[config.mk]
export PLATFORM = sky130hd
export DESIGN_NAME = cla_nibble_seq_adder_flat
export DESIGN_NICKNAME = d
export VERILOG_FILES = /design/src/rtl/cla_nibble_seq_adder_if.sv /design/src/rtl/cla_nibble_seq_adder.sv /design/src/flat_wrapper.sv
export SDC_FILE = /design/constraint.sdc
export NUM_CORES = 1
export LEC_CHECK = 0
export CORE_UTILIZATION = 40
export CTS_BUF_LIST = sky130_fd_sc_hd__clkbuf_8
export CTS_CLUSTER_DIAMETER = 60
export CTS_CLUSTER_SIZE = 20
export DETAILED_ROUTE_END_ITERATION = 10
export PLACE_DENSITY = 0.66
export SYNTH_ARGS = -nofsm -noshare
export SYNTH_HDL_FRONTEND = slang
export SYNTH_SLANG_ARGS = --single-unit
[constraint.sdc]
create_clock -name clk -period 3.6 [get_ports clk]
set_input_delay 0.36 -clock clk [delete_from_list [all_inputs] [get_ports clk]]
set_output_delay 0.36 -clock clk [all_outputs]
set_load 0.02 [all_outputs]
[src/rtl/cla_nibble_seq_adder_if.sv]
// Operand/result handshake bundle for cla_nibble_seq_adder.
// Carries the sub select when CLA_SEQ_SUBTRACT_EN is defined.
interface cla_nibble_seq_adder_if #(
    parameter int WIDTH = 16
);
    logic             in_valid;
    logic             in_ready;
    logic [WIDTH-1:0] a;
    logic [WIDTH-1:0] b;
    logic             cin;
`ifdef CLA_SEQ_SUBTRACT_EN
    logic             sub;
`endif
    logic             out_valid;
    logic             out_ready;
    logic [WIDTH-1:0] sum;
    logic             cout;
    logic             busy;

`ifdef CLA_SEQ_SUBTRACT_EN
    modport master (
        output in_valid, a, b, cin, sub, out_ready,
        input  in_ready, out_valid, sum, cout, busy
    );
    modport slave (
        input  in_valid, a, b, cin, sub, out_ready,
        output in_ready, out_valid, sum, cout, busy
    );
`else
    modport master (
        output in_valid, a, b, cin, out_ready,
        input  in_ready, out_valid, sum, cout, busy
    );
    modport slave (
        input  in_valid, a, b, cin, out_ready,
        output in_ready, out_valid, sum, cout, busy
    );
`endif
endinterface

[src/rtl/cla_nibble_seq_adder.sv]
// Sequential WIDTH-bit adder: one shared 4-bit carry-lookahead stage, one nibble per clock.
// Optional subtract mode when CLA_SEQ_SUBTRACT_EN is defined.
module cla_nibble_seq_adder #(
    parameter int WIDTH = 16
) (
    input logic                   clk,
    input logic                   rst,
    cla_nibble_seq_adder_if.slave bus
);
    localparam int NIB = WIDTH / 4;
    localparam int IW  = $clog2(NIB);

    localparam logic [1:0] S_IDLE = 2'd0;
    localparam logic [1:0] S_RUN  = 2'd1;
    localparam logic [1:0] S_DONE = 2'd2;

    logic [1:0]       state_q, state_d;
    logic [IW-1:0]    idx_q, idx_d;
    logic [WIDTH-1:0] a_q, a_d;
    logic [WIDTH-1:0] b_q, b_d;
    logic [WIDTH-1:0] sum_q, sum_d;
    logic             carry_q, carry_d;
    logic             cout_q, cout_d;
    logic [4:0]       nib_res;

    // Returns {carry_out, sum[3:0]} with every carry in two-level lookahead form.
    function automatic logic [4:0] cla4(input logic [3:0] x, input logic [3:0] y,
                                        input logic c0);
        logic [3:0] p;
        logic [3:0] g;
        logic       c1, c2, c3, c4;
        p  = x ^ y;
        g  = x & y;
        c1 = g[0] | (p[0] & c0);
        c2 = g[1] | (p[1] & g[0]) | (p[1] & p[0] & c0);
        c3 = g[2] | (p[2] & g[1]) | (p[2] & p[1] & g[0]) | (p[2] & p[1] & p[0] & c0);
        c4 = g[3] | (p[3] & g[2]) | (p[3] & p[2] & g[1]) | (p[3] & p[2] & p[1] & g[0])
           | (p[3] & p[2] & p[1] & p[0] & c0);
        return {c4, p ^ {c3, c2, c1, c0}};
    endfunction

    always_comb begin
        state_d = state_q;
        idx_d   = idx_q;
        a_d     = a_q;
        b_d     = b_q;
        sum_d   = sum_q;
        carry_d = carry_q;
        cout_d  = cout_q;
        nib_res = cla4(a_q[4*idx_q +: 4], b_q[4*idx_q +: 4], carry_q);

        case (state_q)
            S_IDLE: begin
                if (bus.in_valid) begin
                    a_d     = bus.a;
                    idx_d   = '0;
                    sum_d   = '0;
                    state_d = S_RUN;
`ifdef CLA_SEQ_SUBTRACT_EN
                    // A - B computed as A + ~B + 1; cin has no meaning in this mode.
                    b_d     = bus.sub ? ~bus.b : bus.b;
                    carry_d = bus.sub ? 1'b1 : bus.cin;
`else
                    b_d     = bus.b;
                    carry_d = bus.cin;
`endif
                end
            end
            S_RUN: begin
                sum_d[4*idx_q +: 4] = nib_res[3:0];
                carry_d             = nib_res[4];
                if (idx_q == IW'(NIB - 1)) begin
                    cout_d  = nib_res[4];
                    idx_d   = '0;
                    state_d = S_DONE;
                end else begin
                    idx_d = idx_q + 1'b1;
                end
            end
            S_DONE: begin
                if (bus.out_ready) state_d = S_IDLE;
            end
            default: state_d = S_IDLE;
        endcase
    end

    always_ff @(posedge clk) begin
        if (rst) begin
            state_q <= S_IDLE;
            idx_q   <= '0;
            a_q     <= '0;
            b_q     <= '0;
            sum_q   <= '0;
            carry_q <= 1'b0;
            cout_q  <= 1'b0;
        end else begin
            state_q <= state_d;
            idx_q   <= idx_d;
            a_q     <= a_d;
            b_q     <= b_d;
            sum_q   <= sum_d;
            carry_q <= carry_d;
            cout_q  <= cout_d;
        end
    end

    assign bus.in_ready  = (state_q == S_IDLE);
    assign bus.out_valid = (state_q == S_DONE);
    assign bus.busy      = (state_q != S_IDLE);
    assign bus.sum       = sum_q;
    assign bus.cout      = cout_q;
endmodule

[src/flat_wrapper.sv]
// flat-port wrapper written by rule: the top's interface ports become plain ports
module cla_nibble_seq_adder_flat 
#(
    parameter int WIDTH = 16
)
  (clk, rst, bus_in_valid, bus_a, bus_b, bus_cin, bus_out_ready, bus_in_ready, bus_out_valid, bus_sum, bus_cout, bus_busy);
  cla_nibble_seq_adder_if #(.WIDTH(WIDTH)) bus_i ();
  input logic clk;
  input logic rst;
  input wire logic [$bits(bus_i.in_valid)-1:0] bus_in_valid;
  input wire logic [$bits(bus_i.a)-1:0] bus_a;
  input wire logic [$bits(bus_i.b)-1:0] bus_b;
  input wire logic [$bits(bus_i.cin)-1:0] bus_cin;
  input wire logic [$bits(bus_i.out_ready)-1:0] bus_out_ready;
  output wire logic [$bits(bus_i.in_ready)-1:0] bus_in_ready;
  output wire logic [$bits(bus_i.out_valid)-1:0] bus_out_valid;
  output wire logic [$bits(bus_i.sum)-1:0] bus_sum;
  output wire logic [$bits(bus_i.cout)-1:0] bus_cout;
  output wire logic [$bits(bus_i.busy)-1:0] bus_busy;
  assign bus_i.in_valid = bus_in_valid;
  assign bus_i.a = bus_a;
  assign bus_i.b = bus_b;
  assign bus_i.cin = bus_cin;
  assign bus_i.out_ready = bus_out_ready;
  assign bus_in_ready = bus_i.in_ready;
  assign bus_out_valid = bus_i.out_valid;
  assign bus_sum = bus_i.sum;
  assign bus_cout = bus_i.cout;
  assign bus_busy = bus_i.busy;
  cla_nibble_seq_adder #(.WIDTH(WIDTH)) u_core (.clk(clk), .rst(rst), .bus(bus_i));
endmodule
==> metrics, run 1 <==
postcts setup bufs 0; Clock Latency Late Sink 0.31 ns; relative slew slack 28.9%; Final Setup Violations 0; global-route met1 utilization 21.4%; max-cap violations 0; antenna viol nets, final 0; core region area 0.00599 mm²; # nets final about 370; Post-CTS Hold Buffers 0; drt first pass iters 4; starting density of the core 41.8%; Leak 1.20 nW; largest net degree at the start of global routing 59; crit path buf inv count 0; post-synthesis sequential area ratio between 40% and 50%; number of DRC markers in iteration 0 82; Synth Register Bits between 50 and 60; Tmin final approximately 2.6 ns; first-pass GRT wire length between 8000 and 9000 µm; Sink Count 54; antenna violations before repair 0; syn avg cell area 9.00 µm²; Place WS 1.01 ns; layout cell share with drive strength beyond 1 8.59%; CTS tree done; overall power ~1.3 mW; Longest Clk Path Bufs 2; Die X 81.1 µm; ys flop type dfxtp_1; area of the mapped netlist 0.00250 mm²; post-route setup slack 1.02 ns; CP peak stage delay approximately 0.63 ns; chip height 81.1 µm; Final Cycle Share 71.5%; Setup Skew 0.00804 ns; synth top area cells dfxtp_1 43%, nand2_1 11%, a21oi_1 7.8%; wire per inst 13.2 µm; net count after synthesis 325; number of synthesized flops with an enable pin 0; Cell variety after synth 43; crit path kind reg -> reg; Pins Over Slew Limit 0; Total Neg Setup Slack 0 ns; hold_ws 0.457 ns; nature of the critical path endpoint register; Setup crit start kind register; total number of vias ~2100; commonest non-fill, non-tap cell in the layout nand2_1; GR Layer Usage met3 3.03%; Num CTS Buffers 5; fmax 0.388 GHz; gate count of the mapped netlist 278; H-tree levels 2; number of I/O port buffers 56; Pwr Density just under 400 mW/mm²; ANT cells 0; worst slew pin tran about 1.1 ns; Via density 5.13; crit-path cells mux4_2, ha_1, a41oi_1, o21ai_2, xnor2_1, o31ai_1; YS warnings 0; maximum VDD drop 227 µV; worst min-delay path class reg -> reg; GRT overflow 0; residual DRC count 0; Routed WL 5280 µm; DIE AREA 0.00658 mm²; Cell Area, Placed 0.00306 mm²; detailed placement HPWL between 3000 and 4000 µm; cts repair resizes 0; Final Wtd Congestion 0.767; most frequent cells in the layout 74 x nand2_1, 55 x clkdlybuf4s50_1, 54 x dfxtp_1, 39 x a21oi_1, 13 x nor2_1; Synth area leader dfxtp_1; status finished clean; post-synth top area share between 40% and 50%; Worst Path Arrival 2.74 ns; Layout area overhead 26.8%; IO Pins 57; cell family with most CP delay multiplexers; post-route cell area 0.00317 mm²; Site Rows 28; GRT Total Usage 17.6%; RSZ-0062 raised after global routing no; Most Crowded Layer GR met2; slowest cell on the critical path mux4_2; ys async rst share 0%; CTS Root Cell clkbuf_8; worst-path maximum fanout 7; clock slew seen by the registers of the worst setup and hold paths 0.10 ns; GR Util met2 a little under a third; Final Hold Fails 0; Critical Path RT 3.76 ns; vias in the first global route roughly 2000
-- cell type report --
class | instances | area (µm²)
Clock inverter | 3 | 43.8
Sequential cell | 54 | 1080
Multi-Input combinational cell | 200 | 1300
Timing Repair Buffer | 57 | 563
Fill cell | 569 | 2820
Clock buffer | 5 | 68.8
Tap cell | 75 | 93.8
Inverter | 7 | 26.3
-- power breakdown --
group | total, mW | switching, mW | internal [mW]
registers | 0.647 | 0.0225 | 0.624
logic | 0.204 | 0.106 | 0.0980
clock network | 0.408 | 0.199 | 0.209
total | 1.26 | 0.327 | 0.931
-- stage by stage --
| step | utilization, % | std cells |
|---|---|---|
| after floorplan | - | 278 |
| after global routing | 53.0 | 401 |
| after CTS | 53.0 | 401 |
| after detailed placement | 51.1 | 393 |
| final | 53.0 | 401 |
| after global placement | 51.1 | 393 |
-- logic make-up after synthesis --
group	count (synthesis)	share of synthesized area [%]
mux	8	7.20
xor+xnor	2	0.700
compound gates	67	17.0
fa+ha+maj	10	5.30
flops	54	43.2
buf+inv	24	5.00
simple gates	113	21.6
-- metal layers --
metal  part of all wire (%)  wire length (µm)
met5                      0                 0
met4                   0.76                40
met3                    3.9               208
met2                     50              2670
met1                     45              2370
-- sequential cells by signal, summed over array words and instances, names as in the netlist --
signal,cells
u_core.bus.sum,16
u_core.bus.cout,1
u_core.a_q,16
u_core.state_q,2
u_core.b_q,16
u_core.carry_q,1
u_core.idx_q,2
-- Yosys cell counts (2+ instances only) --
cell	count
nor2_1	13
nand2b_1	3
nand3b_1	5
a21oi_1	39
o31ai_2	2
a32oi_1	4
buf_2	4
clkbuf_1	7
nand3_1	3
nand2_1	74
a21o_1	5
ha_1	9
buf_6	2
inv_1	6
buf_4	4
nor3_1	2
mux4_2	8
a22oi_1	8
dfxtp_1	54
o31ai_1	2
a211oi_1	2
-- worst min-delay path, stage by stage (launching register included) --
cell and delay (ns):
dfxtp_1 0.32, nand2_1 0.05, a21oi_1 0.05
-- worst paths after layout --
kind	cells after the start	slack (ns)	startpoint	to
worst min-delay path	2	0.46	u_core.b_q[11]	u_core.b_q[11]
worst min register to register	2	0.46	u_core.b_q[11]	u_core.b_q[11]
worst max-delay path	6	1.02	u_core.idx_q[0]	u_core.bus.sum[3]
worst max register to register	6	1.02	u_core.idx_q[0]	u_core.bus.sum[3]
Note: power is estimated with default switching activity, not from simulation.
==> inputs of run 2 (changes only) <==
==> constraint.sdc (replaced) <==
create_clock -name clk -period 2.5 [get_ports clk]
set_input_delay 0.25 -clock clk [delete_from_list [all_inputs] [get_ports clk]]
set_output_delay 0.25 -clock clk [all_outputs]
set_load 0.02 [all_outputs]
==> metrics, run 2 (synthesis gave the netlist of run 1 again) <==
Final Wtd Congestion 0.756; Final Cycle Share 94.5%; Switch Pwr just under 500 µW; fmax 0.423 GHz; total number of vias slightly above 2000; switch share 26.4%; Die X 81.1 µm; slowest cell on the critical path mux4_2; IO Pins 57; wire per inst between 10 and 15 µm; DIE AREA 0.00658 mm²; CTS Root Cell clkbuf_8; clock slew seen by the registers of the worst setup and hold paths 0.10 ns; power share of the combinational group between 10% and 20%; Site Rows 28; max-cap violations 0; CP peak stage delay 0.55 ns; Pwr Density 567 mW/mm²; Pins Over Slew Limit 0; Tmin final 2.36 ns; nature of the critical path endpoint register; most frequent cells in the layout 74 x nand2_1, 55 x clkdlybuf4s50_1, 54 x dfxtp_1, 39 x a21oi_1, 13 x nor2_1; Fillers 565; layout cell share with drive strength beyond 1 10.8%; # nets final 378; clock share of power 32.6%; drt first pass iters 4; crit path buf inv count 1; Post-CTS Hold Buffers 0; sequential share of power 50.4%; antenna viol nets, final 0; worst-path maximum fanout 8; Final Setup Violations 0; worst slew pin tran 0.726 ns; Clock Latency Late Sink between 0.3 and 0.4 ns; antenna violations before repair 0; first-pass GRT wire length slightly below 9000 µm; detailed placement HPWL 4070 µm; largest net degree at the start of global routing 42; H-tree levels 2; Leak 1.23 nW; Sink Count 54; Worst Path Arrival ~2.5 ns; hold_ws 0.461 ns; post-route setup slack around 0.14 ns; ANT cells 0; maximum VDD drop 365 µV; cell family with most CP delay compound AO/OA/AOI/OAI gates; Num CTS Buffers 5; Setup Skew 0.00753 ns; Via density 5.03; Place WS 0.0551 ns; Setup crit start kind register; commonest non-fill, non-tap cell in the layout nand2_1; Final Core Density approximately 54%; CTS tree done; crit path kind reg -> reg; GRT Total Usage 17.6%; residual DRC count 0; vias in the first global route 1920; status finished clean; starting density of the core a little over two fifths; Longest Clk Path Bufs 2; Critical Path RT 2.67 ns; number of DRC markers in iteration 0 70; Routed WL about 5400 µm; core region area 0.00599 mm²; relative slew slack 51.6%; Final Hold Fails 0; number of I/O port buffers 56; chip height roughly 81 µm; RSZ-0062 raised after global routing no; worst min-delay path class reg -> reg; Layout area overhead 29.9%; crit-path cells buf_12, mux4_2, ha_1, a211o_1, a21o_1, a32oi_1, nor2_1; Int Power about 1.4 mW; Total Neg Setup Slack 0 ns; GRT overflow 0
[run 2: cell types whose count changed in the layout (fill, tap and decap cells not counted)]
cell	change
inv_6	-1
inv_8	+1
buf_12	+1
a41oi_2	+1
a41oi_1	-1
clkinv_2	-1
clkinvlp_4	+1
buf_4	+5
xnor2_1	-1
xnor2_2	+1
[run 2: stage by stage]
stage                     instance area, µm²  instances  total power, mW
after global routing                    3250        407             1.93
after floorplan                         2500        278             1.14
after global placement                  3120        399             1.25
final                                   3250        407             1.84
after detailed placement                3120        399             1.26
after CTS                               3240        407             1.86
[run 2: final cells by class]
class,count,area (µm²),area share (%)
clock buffers,5,68.8,2.12
clock inverters,3,48.8,1.50
inverters,7,26.3,0.808
multi-input cells,200,1310,40.3
flip-flops and latches,54,1080,33.3
well taps,75,93.8,2.89
repair buffers,63,621,19.1
[run 2: final timing paths]
| path | start | end | slack [ns] | depth (start not counted) |
|---|---|---|---|---|
| setup / recovery | u_core.idx_q[0] | u_core.bus.sum[14] | 0.14 | 7 |
| hold reg to reg | u_core.a_q[3] | u_core.a_q[3] | 0.46 | 2 |
| hold / removal | u_core.a_q[3] | u_core.a_q[3] | 0.46 | 2 |
| setup reg to reg | u_core.idx_q[0] | u_core.bus.sum[14] | 0.14 | 7 |
[run 2: power by group through the flow]
| stage | Clock, mW | Combinational, mW | Sequential [mW] |
|---|---|---|---|
| after floorplan | 0 | 0.199 | 0.940 |
| after global placement | 0 | 0.304 | 0.951 |
| after detailed placement | 0 | 0.310 | 0.950 |
| after CTS | 0.617 | 0.312 | 0.930 |
| after global routing | 0.650 | 0.345 | 0.935 |
| final | 0.601 | 0.314 | 0.929 |
[run 2: timing repair]
| item | in CTS | in global routing |
|---|---|---|
| resized for setup | 0 | 2 |
| setup endpoints to repair | 0 | 5 |
| setup buffers | 0 | 0 |
[run 2: metal layers]
| metal | track usage [%] | vias to the layer above | wire length, µm |
|---|---|---|---|
| met1 | 22.7 | 944 | 2470 |
| met5 | 0 | - | 0 |
| met2 | 30.3 | 41 | 2750 |
| met4 | 3.75 | 0 | 15 |
| li1 | - | 1062 | - |
| met3 | 3.26 | 2 | 193 |
[run 2: worst register-to-register path: stages, from the launching register on]
cell     delay [ns]
dfxtp_1        0.39
buf_12         0.15
mux4_2         0.55
ha_1           0.35
a211o_1        0.32
a21o_1         0.21
a32oi_1        0.21
nor2_1         0.05
